**config.mk**
```make
export PLATFORM = sky130hd
export DESIGN_NAME = vc_arbiter
export DESIGN_NICKNAME = d
export VERILOG_FILES = /design/src/rtl/vc_arbiter.sv
export SDC_FILE = /design/constraint.sdc
export NUM_CORES = 1
export LEC_CHECK = 0
export CORE_MARGIN = 8
export CORE_UTILIZATION = 55
export CTS_CLUSTER_SIZE = 16
export DETAILED_ROUTE_END_ITERATION = 6
export DONT_BUFFER_PORTS = 1
export GPL_TIMING_DRIVEN = 0
export HOLD_SLACK_MARGIN = 0.1
export PLACE_DENSITY = 0.72
export SYNTH_ARGS = -nofsm -noshare
export SYNTH_HDL_FRONTEND = slang
export SYNTH_SLANG_ARGS = --single-unit
```
**constraint.sdc**
```tcl
create_clock -name clk -period 8.62 [get_ports clk]
set_input_delay 1.724 -clock clk [delete_from_list [all_inputs] [get_ports clk]]
set_output_delay 1.724 -clock clk [all_outputs]
set_load 0.02 [all_outputs]
```
**src/rtl/vc_arbiter.sv**
```systemverilog
// vc_arbiter: weighted VC0/VC1 scheduler feeding one downstream FIFO.
// Read strobes are registered. Returned words pass through a two-stage pipe
// and are tagged with their source channel. A credit counter mirrors the free
// space in the downstream FIFO, so pushes can never overflow it.
module vc_arbiter #(
   parameter int data_width = 6,
   parameter int VC0_WEIGHT = 4,
   parameter int DEST_DEPTH = 16
) (
   input  logic                  clk,
   input  logic                  reset,
   input  logic                  enable,
   input  logic                  empty_fifo_VC0,
   input  logic                  empty_fifo_VC1,
   input  logic                  almost_empty_fifo_VC0,
   input  logic                  almost_empty_fifo_VC1,
   input  logic [data_width-1:0] data_out_VC0,
   input  logic [data_width-1:0] data_out_VC1,
   input  logic                  dest_rd_enable,
   output logic                  rd_enable_VC0,
   output logic                  rd_enable_VC1,
   output logic                  valid_out,
   output logic [data_width-1:0] data_out,
   output logic                  vc_id_out,
   output logic [7:0]            credits,
   output logic                  credit_error,
   output logic                  idle
);

   localparam logic [7:0] DEPTH8  = 8'(DEST_DEPTH);
   localparam logic [3:0] WEIGHT4 = 4'(VC0_WEIGHT);

   typedef enum logic [1:0] {
      ST_IDLE   = 2'd0,
      ST_ACTIVE = 2'd1,
      ST_DRAIN  = 2'd2
   } state_t;

   state_t     state;
   state_t     state_next;

   logic       elig_vc0;
   logic       elig_vc1;
   logic       can_issue;
   logic       grant_vc0;
   logic       grant_vc1;
   logic       issue;
   logic       overflow;
   logic [3:0] streak;
   logic [3:0] streak_next;
   logic [7:0] credits_next;
   logic       s1_valid;
   logic       s1_vc;

   // Next-state logic; DRAIN waits until both pipe stages are empty.
   always_comb begin
      state_next = state;
      unique case (state)
         ST_IDLE:   if (enable) state_next = ST_ACTIVE;
         ST_ACTIVE: if (!enable) state_next = ST_DRAIN;
         ST_DRAIN: begin
            if (enable)
               state_next = ST_ACTIVE;
            else if (!s1_valid && !valid_out)
               state_next = ST_IDLE;
         end
         default:   state_next = ST_IDLE;
      endcase
   end

   // Eligibility and weighted grant. A FIFO holding one word that is already
   // being read is treated as empty, because its count lags the strobe by a cycle.
   // Grants are also gated by enable, so dropping enable stops strobes at once.
   always_comb begin
      elig_vc0  = !empty_fifo_VC0 && !(rd_enable_VC0 && almost_empty_fifo_VC0);
      elig_vc1  = !empty_fifo_VC1 && !(rd_enable_VC1 && almost_empty_fifo_VC1);
      can_issue = (state == ST_ACTIVE) && enable && (credits != 8'd0);
      grant_vc1 = can_issue && elig_vc1 && (!elig_vc0 || (streak == WEIGHT4));
      grant_vc0 = can_issue && elig_vc0 && !grant_vc1;
      issue     = grant_vc0 || grant_vc1;
   end

   // Streak and credit bookkeeping. A return while the counter is already full
   // is an upstream protocol error: the counter holds and the error is flagged.
   always_comb begin
      streak_next = streak;
      if (grant_vc1)
         streak_next = 4'd0;
      else if (grant_vc0 && (streak != WEIGHT4))
         streak_next = streak + 4'd1;

      overflow     = dest_rd_enable && (credits == DEPTH8);
      credits_next = credits;
      if (issue && !dest_rd_enable)
         credits_next = credits - 8'd1;
      else if (dest_rd_enable && !issue && !overflow)
         credits_next = credits + 8'd1;
   end

   // State register.
   always_ff @(posedge clk or negedge reset) begin
      if (!reset)
         state <= ST_IDLE;
      else
         state <= state_next;
   end

   // Registered read strobes, streak counter, credits and the sticky error flag.
   always_ff @(posedge clk or negedge reset) begin
      if (!reset) begin
         rd_enable_VC0 <= 1'b0;
         rd_enable_VC1 <= 1'b0;
         streak        <= 4'd0;
         credits       <= DEPTH8;
         credit_error  <= 1'b0;
      end else begin
         rd_enable_VC0 <= grant_vc0;
         rd_enable_VC1 <= grant_vc1;
         streak        <= streak_next;
         credits       <= credits_next;
         if (overflow)
            credit_error <= 1'b1;
      end
   end

   // Return pipe: stage 1 remembers which FIFO was strobed. Stage 2 captures
   // that FIFO's data the cycle it is presented; payload holds between pushes.
   always_ff @(posedge clk or negedge reset) begin
      if (!reset) begin
         s1_valid  <= 1'b0;
         s1_vc     <= 1'b0;
         valid_out <= 1'b0;
         vc_id_out <= 1'b0;
         data_out  <= '0;
      end else begin
         s1_valid  <= rd_enable_VC0 || rd_enable_VC1;
         s1_vc     <= rd_enable_VC1;
         valid_out <= s1_valid;
         if (s1_valid) begin
            vc_id_out <= s1_vc;
            data_out  <= s1_vc ? data_out_VC1 : data_out_VC0;
         end
      end
   end

   assign idle = (state == ST_IDLE);

endmodule

```
==> out/qor.txt <==
PWR
--------------------------------------------------------------------------------
Standby leakage power                                               0.0006980 µW
P per Cell Area                                                     318.9 mW/mm²
Peak supply drop                                                     0.0002106 V

CTS
--------------------------------------------------------------------------------
Hold buffers post-CTS                                                          0
Post-cts resize count                                                          0
Clock buffers created by TritonCTS                                             3
CTS max path bufs                                                              2
# clock sinks                                                                 27
Clock latency on the worst-skew pair                                     0.34 ns
CTS tree                                                                   built
Buffers inserted during post-CTS setup optimization                            0
Root buffer cell                                                        clkbuf_4
Level count of the clock H-tree                                                1
Clock slew at reported path FFs                                          0.15 ns

DETAILED ROUTING
--------------------------------------------------------------------------------
Detail Route Antenna Nets                                                      0
DRC errors left                                                                0
Drt initial violations                                                        57
First-pass detailed-route iteration total                                      5
Post-detailed-routing wire length                                        2998 µm
WL/cell                                                                 17.53 µm
Vias after detailed routing                                                 1071
Via-per-instance ratio                                                     6.263

GLOBAL ROUTING
--------------------------------------------------------------------------------
Global-route wire length before repair                                   4623 µm
Maximum number of pins on one net before global-route repair                  28
Vias in the first global route                                              1009
Total GRT Usage                                                           13.19%
Antenna violations before repair                                               0
Congestion Overflow GR                                                         0

WORST SETUP PATH
--------------------------------------------------------------------------------
CP Capture Type                                                         register
Critical path arrival                                                    4.18 ns
Crit path launch type                                                  input pin
CP Data Required Time                                                    8.88 ns
Critical path start-end classification                                 in -> reg
Maximum fanout encountered on the critical timing path                         8

STA
--------------------------------------------------------------------------------
Count of pins over their slew limit                                            0
Minimum period implied by the final worst setup slack                   3.915 ns
Final critical-path share of the clock period                             45.42%
Total negative slack                                                        0 ns
Worst slew pin tran                                                    0.6152 ns
Worst slew margin                                                         58.61%
Tightest hold margin                                                   0.5074 ns
Total of endpoints with negative setup slack in the final report               0
Maximum achievable frequency                                           255.4 MHz
Clock Skews                                                          0.002579 ns
Final hold violations                                                          0
RSZ-0062 raised after global routing                                       false

FINISH
--------------------------------------------------------------------------------
Final non-filler cell total                                                  171
Area of the multi-input gates                                          711.9 µm²
Growth of design area from synthesis to finish                            4.675%
Number of nets in the final layout                                           171
Fraction of layout instances using a drive strength above 1               13.48%
Diode insertion count for antenna repair                                       0
Area occupied by registers                                             676.9 µm²
Fill cell instance count of the final layout                                 208
Total non-filler cell area in the finished layout                   0.001513 mm²

FLOORPLANNING
--------------------------------------------------------------------------------
I/O pin count                                                                 40
Die outline height                                                      67.26 µm
Starting density of the core                                              58.33%
Die width                                                               67.26 µm
Core area                                                           0.002477 mm²
Area of the die                                                     0.004524 mm²
FP Rows                                                                       18

SYNTH
--------------------------------------------------------------------------------
Primary FF master, synth                                                 dfrtp_1
Number of warning messages in the yosys log                                    0
Post-synth EDFFs                                                               0
Post-Syn Area per Cell                                                 10.55 µm²
Number of cells produced by synthesis                                        137
Post-synthesis instance area                                        0.001445 mm²
Synthesized netlist net count                                                166
Register area share after synthesis                                       46.84%
Share of synthesized flip-flops with an asynchronous set or reset         100.0%
Number of synthesized register bits                                           27
Count of distinct cell types in the synthesized netlist                       35

RUN
--------------------------------------------------------------------------------
Max Cap Viol                                                                   0

PLACED DESIGN
--------------------------------------------------------------------------------
IO Port Bufs                                                                   0
Total placed instance area                                          0.001483 mm²
Final weighted congestion in routability-driven placement                 0.8106
Dpl cells                                                                    167
HPWL after detailed placement                                            2315 µm

OUTCOME
--------------------------------------------------------------------------------
Status                                                              finished clean

MIN PATH
--------------------------------------------------------------------------------
Worst min-delay path class                                            reg -> reg

critical path, cell delays in order:
cell and delay [ns]:
inv_1 0.04, a311o_2 0.38, or3_1 0.38, buf_6 0.15
inv_1 0.18, ha_1 0.32, nor2b_1 0.16, o31a_1 0.26
o21a_1 0.19, o21a_1 0.18, o31ai_2 0.21
per-layer routing:
metal,GRT usage (%),up-vias,part of all wire [%]
met4,6.527,0,1.6
li1,-,492,-
met3,3.808,5,7.0
met5,0,-,0
met2,22.70,36,53
met1,14.61,538,39
cell type report:
cell class / instances / share of cell area (%)
clock inverters: 1 / 0.4963
clock buffers: 3 / 1.489
inverters: 10 / 2.481
multi-input cells: 97 / 47.06
well taps: 30 / 2.481
flip-flops and latches: 27 / 44.75
plain buffers: 3 / 1.241
placed cells by master, fill, tap and decap left out, drive strengths merged, types with 2 or more instances in the layout:
cell,synthesis,final
dfrtp,26,26
a21oi,15,15
nor2,12,12
inv,10,10
mux2i,8,8
ha,8,8
o21ai,6,6
nand2,6,6
mux2,6,6
clkbuf,2,5
nor3,4,4
o211ai,4,4
nand3,3,3
o21a,3,3
xnor2,3,3
nand2b,2,2
xor2,2,2
a21o,2,2
power breakdown:
group	switching [µW]	internal, µW
Combinational	78.3	78.8
Sequential	92.4	174
Clock	41.0	17.8
cells in the mapped netlist (2+ instances only):
library cell | n | area share [%]
nor3_1 | 4 | 1.4
ha_1 | 8 | 6.9
o21a_1 | 3 | 1.6
clkbuf_1 | 2 | 0.52
nor2_1 | 12 | 3.1
o21ai_0 | 6 | 2.1
nand2b_1 | 2 | 0.87
nand3_1 | 3 | 1.0
xor2_1 | 2 | 1.2
inv_1 | 10 | 2.6
mux2_2 | 5 | 3.9
nand2_1 | 5 | 1.3
dfrtp_1 | 26 | 45
xnor2_1 | 3 | 1.8
mux2i_1 | 8 | 5.5
a21oi_1 | 15 | 5.2
o211ai_1 | 4 | 2.1
a21o_2 | 2 | 1.2
final timing paths:
kind	startpoint	to	slack, ns	depth (start not counted)
hold reg to reg	s1_valid	valid_out	0.51	0
setup / recovery	enable	credits[6]	4.70	11
max in group asynchronous	reset	credits[4]	7.40	0
hold / removal	s1_valid	valid_out	0.51	0
min in group asynchronous	reset	valid_out	1.05	0
setup reg to reg	credits[2]	credits[6]	5.28	11
cells by family (layout without fill, tap and decap cells):
family | count (synthesis) | after routing | synth area share, %
AO/OA/AOI/OAI | 36 | 36 | 16.19
AND/OR/NAND/NOR | 33 | 33 | 11.52
flip-flops | 27 | 27 | 46.84
multiplexers | 14 | 14 | 10.22
buffers and inverters | 13 | 17 | 3.897
adder cells (fa/ha/maj) | 9 | 9 | 8.312
XOR/XNOR | 5 | 5 | 3.031
registers in the layout (all words and copies together) (netlist names):
register / cells
s1_vc: 1
data_out: 6
s1_valid: 1
streak: 4
credit_error: 1
state: 2
rd_enable_VC1: 1
credits: 8
rd_enable_VC0: 1
vc_id_out: 1
valid_out: 1
stage by stage:
step           total power, µW  util, %  setup slack (ns)
3_5_place_dp             427.9    59.85             4.376
4_1_cts                  486.1    61.06             4.736
6_report                 482.3    61.06             4.705
2_1_floorplan            389.2        -             4.589
3_3_place_gp             417.3    59.85             4.427
5_1_grt                  517.0    61.06             4.626
Note: power is estimated with default switching activity, not from simulation.
==> edit 1: new RTL, config.mk and constraints unchanged <==
Encoding of `state_t`: now one-hot (3 bits for 3 states).
--- a/src/rtl/vc_arbiter.sv
+++ b/src/rtl/vc_arbiter.sv
@@ -32,6 +32,6 @@
 
-   typedef enum logic [1:0] {
-      ST_IDLE   = 2'd0,
-      ST_ACTIVE = 2'd1,
-      ST_DRAIN  = 2'd2
+   typedef enum logic [2:0] {
+      ST_IDLE   = 3'b001,
+      ST_ACTIVE = 3'b010,
+      ST_DRAIN  = 3'b100
    } state_t;
Behaviour: no difference found for any inputs over 10 cycles, from zero or initial values and one cycle with reset low; not proved beyond that.
==> edit 1 against the unedited design <==
Critical path type unchanged; wire length rose by 3.1%; sequential cell count is 1 higher; setup slack better by 0.15 ns; combinational power rose by 11%; final area grew 7.7%; largest cell class unchanged; die area is 5.7% higher; synthesized area rose by 7.5%; total power rose by 7.0%; synthesized cell count up 8.8%; cell count grew 7.6%.
==> edit 1: results (changes against the unedited design) <==
- Worst slack, placed: 4.54 ns (+0.162 ns)
- Leak: 0.733 nW (+5.1%)
- Largest net degree at the start of global routing: 29 (+3.6%)
- Post-synth top cells: dfrtp_1, nor2_1, a21oi_1
- Top Family by Delay on Critical Path: simple AND/OR/NAND/NOR gates
- Status: finished clean
- CP max-delay cell: nor4bb_1
- CP Max Fanout: 11 (+3)
- Routed via count: 1,089 (+1.7%)
- Area post-placement: 0.00159 sq mm (+7.4%)
- Initial DRC Count: 36 (-37%)
- Syn avg cell area: 10.4 sq um (-1.1%)
- Yosys cell types: 38 (+8.6%)
- Worst path arrival time: 4.06 ns (-0.12 ns)
- Layout cells sized above 1: 0.111 (-0.0236)
- Crit-path max cell delay: 0.42 ns (+0.04 ns)
- Fin crit share: 0.437 (-0.0171)
- DPL Wire Length: 2350 microns (+1.5%)
- First-pass GRT wire length: 5390 microns (+17%)
- Worst reg2reg path depth: 10 (-1)
- Seq/Total Area, Yosys: 0.452 (-0.0159)
- Clock Skew: 0.0163 ns (+0.0137 ns)
- Global placement routability congestion: 0.772 (-4.7%)
- Post-CTS Setup Bufs: 0 (unchanged)
- Root Driver: clkbuf_4
- Peak supply drop: 0.275 mV (+31%)
- Syn_nets: 178 (+7.2%)
- Number of diodes: 0 (unchanged)
- Hold_ws: 0.502 ns (-0.00570 ns)
- Total track usage: 0.131 (-0.000758)
- TritonRoute pass-1 iters: 4 (-1)
- Fin cells: 184 (+7.6%)
- Top post-synthesis cells by area: dfrtp_1, ha_1, a21oi_1
edit 1: cell families after synthesis:
family / Yosys count / synth area share
adders and majority gates: 9 / 0.0773
and+or+nand+nor: 43 / 0.147
muxes: 13 / 0.0982
AOI/OAI and AO/OA: 36 / 0.145
buffers and inverters: 13 / 0.0411
xor gates and xnor gates: 7 / 0.0395
DFF: 28 / 0.452
edit 1: layout make-up:
type,instances,area [sq um]
buffer,4,30.0
clock buffer,4,36.3
fill,218,1080
inverter,9,33.8
multi-input combinational,108,787
sequential,28,703
tap,31,38.8
edit 1: report_power, final:
part / total (mW) / switching (mW) / internal [mW]
Combinational: 0.175 / 0.0822 / 0.0924
Sequential: 0.277 / 0.0976 / 0.179
Clock: 0.0648 / 0.0389 / 0.0259
edit 1: per-layer routing:
metal	global-route usage	vias up	share of wire
met5	0	-	0
met4	0.0478	0	0.010
met3	0.0443	4	0.071
met2	0.208	27	0.46
met1	0.160	519	0.45
li1	-	539	-
==> edit 2: new RTL, same settings <==
Made on the original files. Set the parameter `data_width` to 5 (it was 6).
--- a/src/rtl/vc_arbiter.sv
+++ b/src/rtl/vc_arbiter.sv
@@ -5,3 +5,3 @@
 module vc_arbiter #(
-   parameter int data_width = 6,
+   parameter int data_width = 5,
    parameter int VC0_WEIGHT = 4,
Ports: changed (resized data_out, data_out_VC0 and data_out_VC1); port bits go from 40 to 37. No check against the original RTL was run, so the function may have changed too.
==> edit 2 against the unedited design <==
Setup slack better by 0.0017 ns; critical endpoint unchanged; critical path type unchanged; combinational power is 4% higher; total power is 3.3% higher; final area is 0.91% higher; highest routed layer unchanged; synthesized area is 0.61% lower; sequential share of layout area is 2.0 points lower; sequential cell count is 1 lower; wire length is 2.6% lower.
==> edit 2: results (changes against the unedited design) <==
- Xor and xnor fraction of the mapped netlist area: 0.0305 (+0.000185)
- Crit-path max cell delay: 0.41 ns (+0.03 ns)
- Count of non-CTS inverters in the layout: 9 (-1)
- Seq/Total Area, Yosys: 0.454 (-0.0146)
- DPL Wire Length: 2350 microns (+1.7%)
- Buffers excl. clock: 2 (-1)
- Hold_ws: 0.465 ns (-0.0422 ns)
- Multi-In Gates: 95 (-2.1%)
- Worst-Margin Slew: 0.393 ns (-0.222 ns)
- Clock Skew: 0.00791 ns (+0.00533 ns)
- Post-synth top cells: dfrtp_1, a21oi_1, nor2_1
- Status: finished clean
- First-pass GRT wire length: 4820 microns (+4.2%)
- Yosys cell types: 41 (+17%)
- Worst slack, placed: 4.38 ns (+0.00336 ns)
- Peak supply drop: 0.214 mV (+1.6%)
- Crit path from: empty_fifo_VC0
- Wirelength, routed: 2920 microns (-2.6%)
- Initial DRC Count: 55 (-3.5%)
- Multiplexer share of the synthesized area: 0.106 (+0.00411)
- Clk cell area share: 0.0344 (+0.0146)
- Vias in the first global route: 1,069 (+5.9%)
- Syn avg cell area: 10.9 sq um (+3.2%)
- Buffer share of cell area: 0.00492 (-0.00749)
- Fraction of area in multi-input gates: 0.487 (+0.0162)
- Top post-synthesis cells by area: dfrtp_1, ha_1, mux2i_1
- TritonRoute pass-1 iters: 4 (-1)
- CP max-delay cell: a211o_2
- Area post-placement: 0.00147 sq mm (-0.59%)
- Vias per inst: 6.03 (-3.7%)
- CP Max Fanout: 6 (-2)
- Leak: 0.698 nW (about the same)
- Placed Cells: 162 (-3.0%)
- Total track usage: 0.140 (+0.00768)
- Routed via count: 1,001 (-6.5%)
- Max Fclk: 0.256 GHz (about the same)
- Compound-Gate Fraction of Synth Area: 0.187 (+0.0254)
- Post-Synth Adder-Cell Area: 0.0836 (+0.000507)
- Worst reg2reg path depth: 10 (-1)
- Int Pwr: 0.295 mW (+8.8%)
- Largest net degree at the start of global routing: 27 (-3.6%)
- Worst path arrival time: 4.19 ns (about the same)
- Largest registers: credits (8), data_out (5), streak (4)
- Synth Register Bits: 26 (-3.7%)
==> edit 2: cell types whose count changed after synthesis, sizes merged, moves of 2 or more <==
cell / unedited run / this run
a21oi: 15 / 13
nor3: 4 / 2
o211ai: 4 / 2
o21bai: 0 / 2
o31ai: 1 / 3
or4: 0 / 2
==> edit 2: logic make-up (layout without fill, tap and decap cells) <==
logic type / Yosys count / after routing
compound gates: 38 / 38
simple gates: 30 / 30
flops: 26 / 26
mux: 13 / 13
buf+inv: 11 / 15
fa+ha+maj: 9 / 9
xor+xnor: 5 / 5
==> edit 2: per-layer routing <==
layer / GRT usage / part of all wire
met5: 0 / 0
met4: 0.0731 / 0.023
met3: 0.0503 / 0.10
met2: 0.241 / 0.52
met1: 0.145 / 0.36
==> edit 2: power by group through the flow <==
stage                     Sequential, mW  Clock [mW]  Combinational (mW)
final                              0.252      0.0834               0.163
after global routing               0.260      0.0913               0.182
after CTS                          0.254      0.0836               0.164
after detailed placement           0.257           0               0.163
after global placement             0.255           0               0.151
after floorplan                    0.240           0               0.138
